`config.mk`:
```
export PLATFORM = sky130hd
export DESIGN_NAME = detector_arbiter
export DESIGN_NICKNAME = d
export VERILOG_FILES = /design/src/rtl/detector_arbiter.sv
export SDC_FILE = /design/constraint.sdc
export NUM_CORES = 1
export LEC_CHECK = 0
export CAP_MARGIN = 10
export CORE_ASPECT_RATIO = 0.75
export CORE_MARGIN = 2
export CORE_UTILIZATION = 60
export CTS_CLUSTER_SIZE = 10
export DETAILED_ROUTE_END_ITERATION = 8
export DONT_BUFFER_PORTS = 1
export PLACE_DENSITY_LB_ADDON = 0.05
export SYNTH_ARGS = -nofsm -noshare
export SYNTH_HDL_FRONTEND = slang
export SYNTH_SLANG_ARGS = --single-unit
```
`constraint.sdc`:
```
create_clock -name clk -period 6.2 [get_ports clk]
set_input_delay 1.24 -clock clk [delete_from_list [all_inputs] [get_ports clk]]
set_output_delay 1.24 -clock clk [all_outputs]
set_load 0.01 [all_outputs]
```
`src/rtl/detector_arbiter.sv`:
```
// rtl/detector_arbiter.sv - round-robin arbiter time-sharing one "1101" Mealy detector across 4 channels
// Each channel keeps a 2-bit saved detector context; hits are counted per channel.
module detector_arbiter #(
  parameter int CNT_W = 8
) (
  input  logic             clk,
  input  logic             rst,
  input  logic [3:0]       req,
  input  logic [3:0]       bit_in,
  input  logic [3:0]       flush,
  input  logic             cnt_clr,
  input  logic [1:0]       cnt_sel,
  output logic [3:0]       gnt,
  output logic             z,
  output logic [1:0]       z_ch,
  output logic [CNT_W-1:0] cnt_out,
  output logic             busy
);

  typedef enum logic [1:0] {S0, S1, S2, S3} det_state_t;

  det_state_t       r_ctx [4];
  logic [1:0]       r_ptr;
  logic [CNT_W-1:0] r_cnt [4];
  logic             r_z;
  logic [1:0]       r_z_ch;
  logic             r_busy;

  logic       w_any;
  logic [1:0] w_sel;
  logic [1:0] w_idx;
  det_state_t w_cur;
  det_state_t w_nxt;
  logic       w_bit;
  logic       w_hit;

  // Walk from farthest to nearest so the last match is the first requester after ptr.
  always_comb begin
    w_any = 1'b0;
    w_sel = r_ptr;
    w_idx = r_ptr;
    for (int k = 3; k >= 0; k--) begin
      w_idx = r_ptr + 2'(k);
      if (req[w_idx]) begin
        w_any = 1'b1;
        w_sel = w_idx;
      end
    end
    if (!rst) begin
      w_any = 1'b0;
    end
  end

  assign gnt = w_any ? (4'b0001 << w_sel) : 4'b0000;

  always_comb begin
    w_cur = r_ctx[w_sel];
    w_bit = bit_in[w_sel];
    w_nxt = S0;
    case (w_cur)
      S0:      w_nxt = w_bit ? S1 : S0;
      S1:      w_nxt = w_bit ? S2 : S0;
      S2:      w_nxt = w_bit ? S2 : S3;
      S3:      w_nxt = w_bit ? S1 : S0;
      default: w_nxt = S0;
    endcase
    // A flush on the granted channel suppresses the hit but not the consumption.
    w_hit = w_any && (w_cur == S3) && w_bit && !flush[w_sel];
  end

  always_ff @(posedge clk) begin
    if (!rst) begin
      for (int i = 0; i < 4; i++) begin
        r_ctx[i] <= S0;
        r_cnt[i] <= '0;
      end
      r_ptr  <= 2'd0;
      r_z    <= 1'b0;
      r_z_ch <= 2'd0;
      r_busy <= 1'b0;
    end else begin
      if (w_any) begin
        r_ctx[w_sel] <= w_nxt;
        r_ptr        <= w_sel + 2'd1;
      end
      for (int i = 0; i < 4; i++) begin
        if (flush[i]) begin
          r_ctx[i] <= S0;
        end
        if (cnt_clr) begin
          r_cnt[i] <= '0;
        end else if (w_hit && (w_sel == 2'(i)) && (r_cnt[i] != {CNT_W{1'b1}})) begin
          r_cnt[i] <= r_cnt[i] + 1'b1;
        end
      end
      r_z    <= w_hit;
      r_busy <= w_any;
      if (w_hit) begin
        r_z_ch <= w_sel;
      end
    end
  end

  assign z       = r_z;
  assign z_ch    = r_z_ch;
  assign busy    = r_busy;
  assign cnt_out = r_cnt[cnt_sel];

endmodule

```
# Word level (Yosys, flattened, before mapping)
# Memories as Yosys holds them, arrays and structs flattened.
# Cells that the tools add are included.
[word_totals]
word_cells = 146
n_memories = 2
output_inout_bits = 16
ff_bits = 6
input_bits = 17
ramBits = 40
[mem_list]
columns = ["memory", "words", "width", "read_ports", "rd_clocked_by_memory_dff", "write_ports", "line_no", "source"]
rows = [
  ["r_cnt", 4, 8, 5, 0, 4, "24", "logic [CNT_W-1:0] r_cnt [4];"],
  ["r_ctx", 4, 2, 1, 0, 5, "22", "det_state_t r_ctx [4];"],
]
[classes]
n_reduce_logical = 15
shifts = 1
bitwise = 24
n_mux = 73
add_sub_neg = 8
eq_ne = 14
order_cmp = 5
[ops]
columns = ["cell", "n"]
rows = [
  ["8-bit 2-to-1 mux", 8],
  ["1-bit 2-to-1 mux", 48],
  ["8-bit by 1-bit adder with 8-bit output (second input constant)", 4],
  ["8-bit inequality test (second input constant)", 4],
  ["2-bit 2-to-1 mux", 9],
  ["2-bit == test (second input constant)", 8],
  ["2-bit by 3-bit less-than comparator with 1-bit output (second input constant)", 5],
  ["1-bit binary-select mux with 2-bit select", 6],
  ["1-bit OR", 12],
  ["1-bit logical AND", 11],
  ["1-bit AND", 8],
  ["2-bit case mux with 3 select lines", 1],
  ["2-bit by 1-bit adder with 2-bit output (second input constant)", 2],
  ["2-bit adder (second input constant)", 2],
  ["2-bit by 1-bit == test with 1-bit output (second input constant)", 2],
  ["2-bit logical NOT", 2],
  ["4-bit 2-to-1 mux", 1],
  ["1-bit NOT", 4],
  ["1-bit by 2-bit left shift with 4-bit output (first input constant)", 1],
  ["2-bit OR reduction", 1],
  ["1-bit logical NOT", 1],
]

# Depth between registers and ports, before layout
# An unclocked memory read counts as a cell.
[logic_depth]
depth_word = 19
ltp_mapped = 12
depth_no_buf = 11

# Worst setup path after synthesis
# Ideal clock, no wire load.
[synth_path]
kind = "input -> register"
start = "input req[0]"
end = "memory r_cnt[2][0], enable pin"
required_time_ns = 5.816
stages = 11
path_slack_ns = 2.442
n_path_buf = 0
arrival_time_ns = 3.373
setup_time_ns = 0.384
cell_sequence = "and2b_2 -> a2111oi_4 -> nor2_4 -> inv_4 -> nand2_1 -> nand3_1 -> and2_1 -> ha_1 -> and2_1 -> o2111ai_2 -> o21ai_0"
[synth_lines]
columns = ["element", "line_no", "source"]
rows = [
  ["start, declared", "8", "input logic [3:0] req,"],
  ["end, declared", "24", ""],
]

==> metrics.txt <==
stages on the worst setup path 10; nets 295; critical-path cell list and2b_1 -> o21ai_0 -> o221a_2 -> inv_1 -> nand3_1 -> and2_1 -> ha_1 -> and2_1 -> o2111ai_2 -> o21ai_0; first drt pass iteration count 4; area share of the largest cell type after synthesis 0.4120; Initial Util 0.6377; final hold slack 0.5380 ns; post-synth cell types 43; power density over the cells 264.0 nW/um^2; RR Endpoint r_cnt[3][6]; detailed placer's ending HPWL 4692 um; Total GRT Usage 0.2505; syn avg cell area 11.08 um^2; # setup viols final 0; Setup crit start req[2]; RR Startpoint r_ptr[1]; routed wire length 6323 um; CP required 6.13 ns; maximum clock insertion buffer count 2; hold buffers post-CTS 0; Mapped Cells 263; H-tree depth 2; register area share after synthesis 0.4532; Reg clk slew, reported paths 0.09 ns; CP bufs+invs 1; Slew @ Worst Pin 1.189 ns; gr ovfl total 0; worst vdd ir 0.1873 mV; P_leak 1.062 nW; critical path type in2reg; Slowest-stage cell, CP o21ai_0; worst stage delay on the critical path 1.03 ns; final setup TNS 0 ns; IO buf count 0; Core Box Area 4572 um^2; element type at the critical path end register; Resized Gates After CTS 0; Critical Path AT 4.03 ns; synthesized cell area 2915 um^2; share of layout cells above drive strength 1 0.1604; fraction of registers with async set/reset 0; Via density 6.292; clock latency on the worst-skew pair 0.31 ns; Die Area 5438 um^2; PnR Total Power 0.8097 mW; Worst Skew 0.006244 ns; TritonCTS clock tree built; wire per inst 19.46 um; CTS buffer count 5; io pins 33; total of max-cap violations 0; initial antenna violation count 0; status finished clean; CP endpoint r_cnt[3][6]; global-route wire length before repair 10270 um; Ant. Diodes 0; antenna viol nets, final 0; ranking of synthesized cells by area edfxtp_1 41%, mux4_2 6.2%, nor3_1 5.2%; CTS root buffer clkbuf_8; RSZ-0062 raised after global routing false; Final period util 0.6616; shortest period the worst path allows 4.102 ns; Row Count 21; r2r setup slk 2.57 ns; gp weighted congestion 0.9071; vias in the first global route 1953; Synth Warn # 0; Crit Path Max Fanout 10; Peak Freq 243.8 MHz; R2R cell count 11; relative slew slack 0.1990; Die Ht 64.37 um; Hold Violations, Final 0; pins over their slew limit 0; HP Class reg2reg; clk sinks 46; delay-heaviest family, CP compound AO/OA/AOI/OAI gates; post-synthesis register bit count 46; area added between synthesis and finish 5.193%; post-synth top area cell edfxtp_1; largest net degree at the start of global routing 33; Iter 0 DRT Violations 156; postcts setup bufs 0; prevailing post-synth register cell edfxtp_1; DRC 0; via count 2045; die width 84.49 um; synthesized net count 291; crit start category primary input; Post-synth EDFFs 40
[cell type report]
type | instances | area [um^2]
multi-input cells | 202 | 1503
repair buffers | 4 | 30.03
well taps | 57 | 71.32
fillers | 371 | 1505
inverters | 8 | 32.53
clock inverters | 3 | 40.04
flip-flops and latches | 46 | 1321
clock buffers | 5 | 68.82
[stage by stage]
| stage | cell area [um^2] | util | std cells | setup WS, ns |
|---|---|---|---|---|
| 2_1_floorplan | 2915 | - | 263 | 2.443 |
| 3_3_place_gp | 2950 | 0.6453 | 316 | 2.020 |
| 3_5_place_dp | 2950 | 0.6453 | 316 | 1.822 |
| 4_1_cts | 3059 | 0.6691 | 324 | 2.120 |
| 5_1_grt | 3067 | 0.6708 | 325 | 1.945 |
| 6_report | 3067 | 0.6708 | 325 | 2.098 |
[synth_stat cells, types with 3 or more instances]
cell type and count:
nand3_1 22, nor3_2 7, and3_1 7, xnor2_1 10, nor3_1 30, edfxtp_1 40, nor2_1 10, nand3b_1 4
o21ai_0 13, nor2b_1 3, xor2_1 14, and2_1 8, nand2_1 26, mux2i_1 3, buf_6 3, ha_1 11
inv_1 7, mux4_2 8, dfxtp_1 6
[state kept, by name, indices dropped and copies added, names as in the netlist]
register / flops
z_ch: 2
r_ctx: 8
z: 1
r_cnt: 32
r_ptr: 2
busy: 1
[placed cells by master (no fill, tap or decap), drive strengths merged, types with 2 or more instances in the layout]
master / instances
a21oi: 2
a22oi: 2
and2: 10
and2b: 4
and3: 9
buf: 3
clkbuf: 6
clkinv: 2
dfxtp: 6
edfxtp: 40
ha: 11
inv: 8
mux2i: 3
mux4: 8
nand2: 26
nand3: 22
nand3b: 4
nor2: 11
nor2b: 4
nor3: 37
o2111ai: 2
o21ai: 13
xnor2: 10
xor2: 14
[where the power goes]
| part | switching (mW) | total, mW | internal [mW] | leakage (nW) |
|---|---|---|---|---|
| Combinational | 0.132 | 0.206 | 0.0745 | 0.509 |
| Clock | 0.104 | 0.223 | 0.119 | 0.0579 |
| Sequential | 0.0222 | 0.381 | 0.359 | 0.495 |
| Total | 0.258 | 0.810 | 0.552 | 1.06 |
[worst min-delay path by stage]
stage	startpoint	end	slack [ns]	depth (start not counted)
6_report	z_ch[0]	z_ch[0]	0.54	2
3_5_place_dp	z_ch[1]	z_ch[1]	0.53	2
3_3_place_gp	z_ch[0]	z_ch[0]	0.53	2
5_1_grt	z_ch[1]	z_ch[1]	0.57	2
4_1_cts	z_ch[0]	z_ch[0]	0.54	2
2_1_floorplan	z_ch[0]	z_ch[0]	0.48	2
[layer usage]
| metal | track usage | vias up | routed length, um |
|---|---|---|---|
| li1 | - | 979 | - |
| met1 | 0.3813 | 1004 | 3062 |
| met2 | 0.3494 | 57 | 2762 |
| met3 | 0.06718 | 5 | 451 |
| met4 | 0.07341 | 0 | 47 |
| met5 | 0 | - | 0 |
[worst register-to-register path: cells and delay by family (launching register included)]
kind | cells | cell delay (ns)
adder cells (fa/ha/maj) | 1 | 0.17
flip-flops | 1 | 0.37
AND/OR/NAND/NOR | 6 | 0.82
AO/OA/AOI/OAI | 3 | 1.78
buffers and inverters | 1 | 0.13
[logic make-up (layout without fill, tap and decap cells)]
group / Yosys count / count (layout) / share of synthesized area
flip-flops: 46 / 46 / 0.4532
AO/OA/AOI/OAI: 27 / 27 / 0.08284
buffers and inverters: 15 / 20 / 0.03133
AND/OR/NAND/NOR: 129 / 129 / 0.2412
multiplexers: 11 / 11 / 0.07210
adder cells (fa/ha/maj): 11 / 11 / 0.04721
XOR/XNOR: 24 / 24 / 0.07210
(Power assumes the default switching activity.)
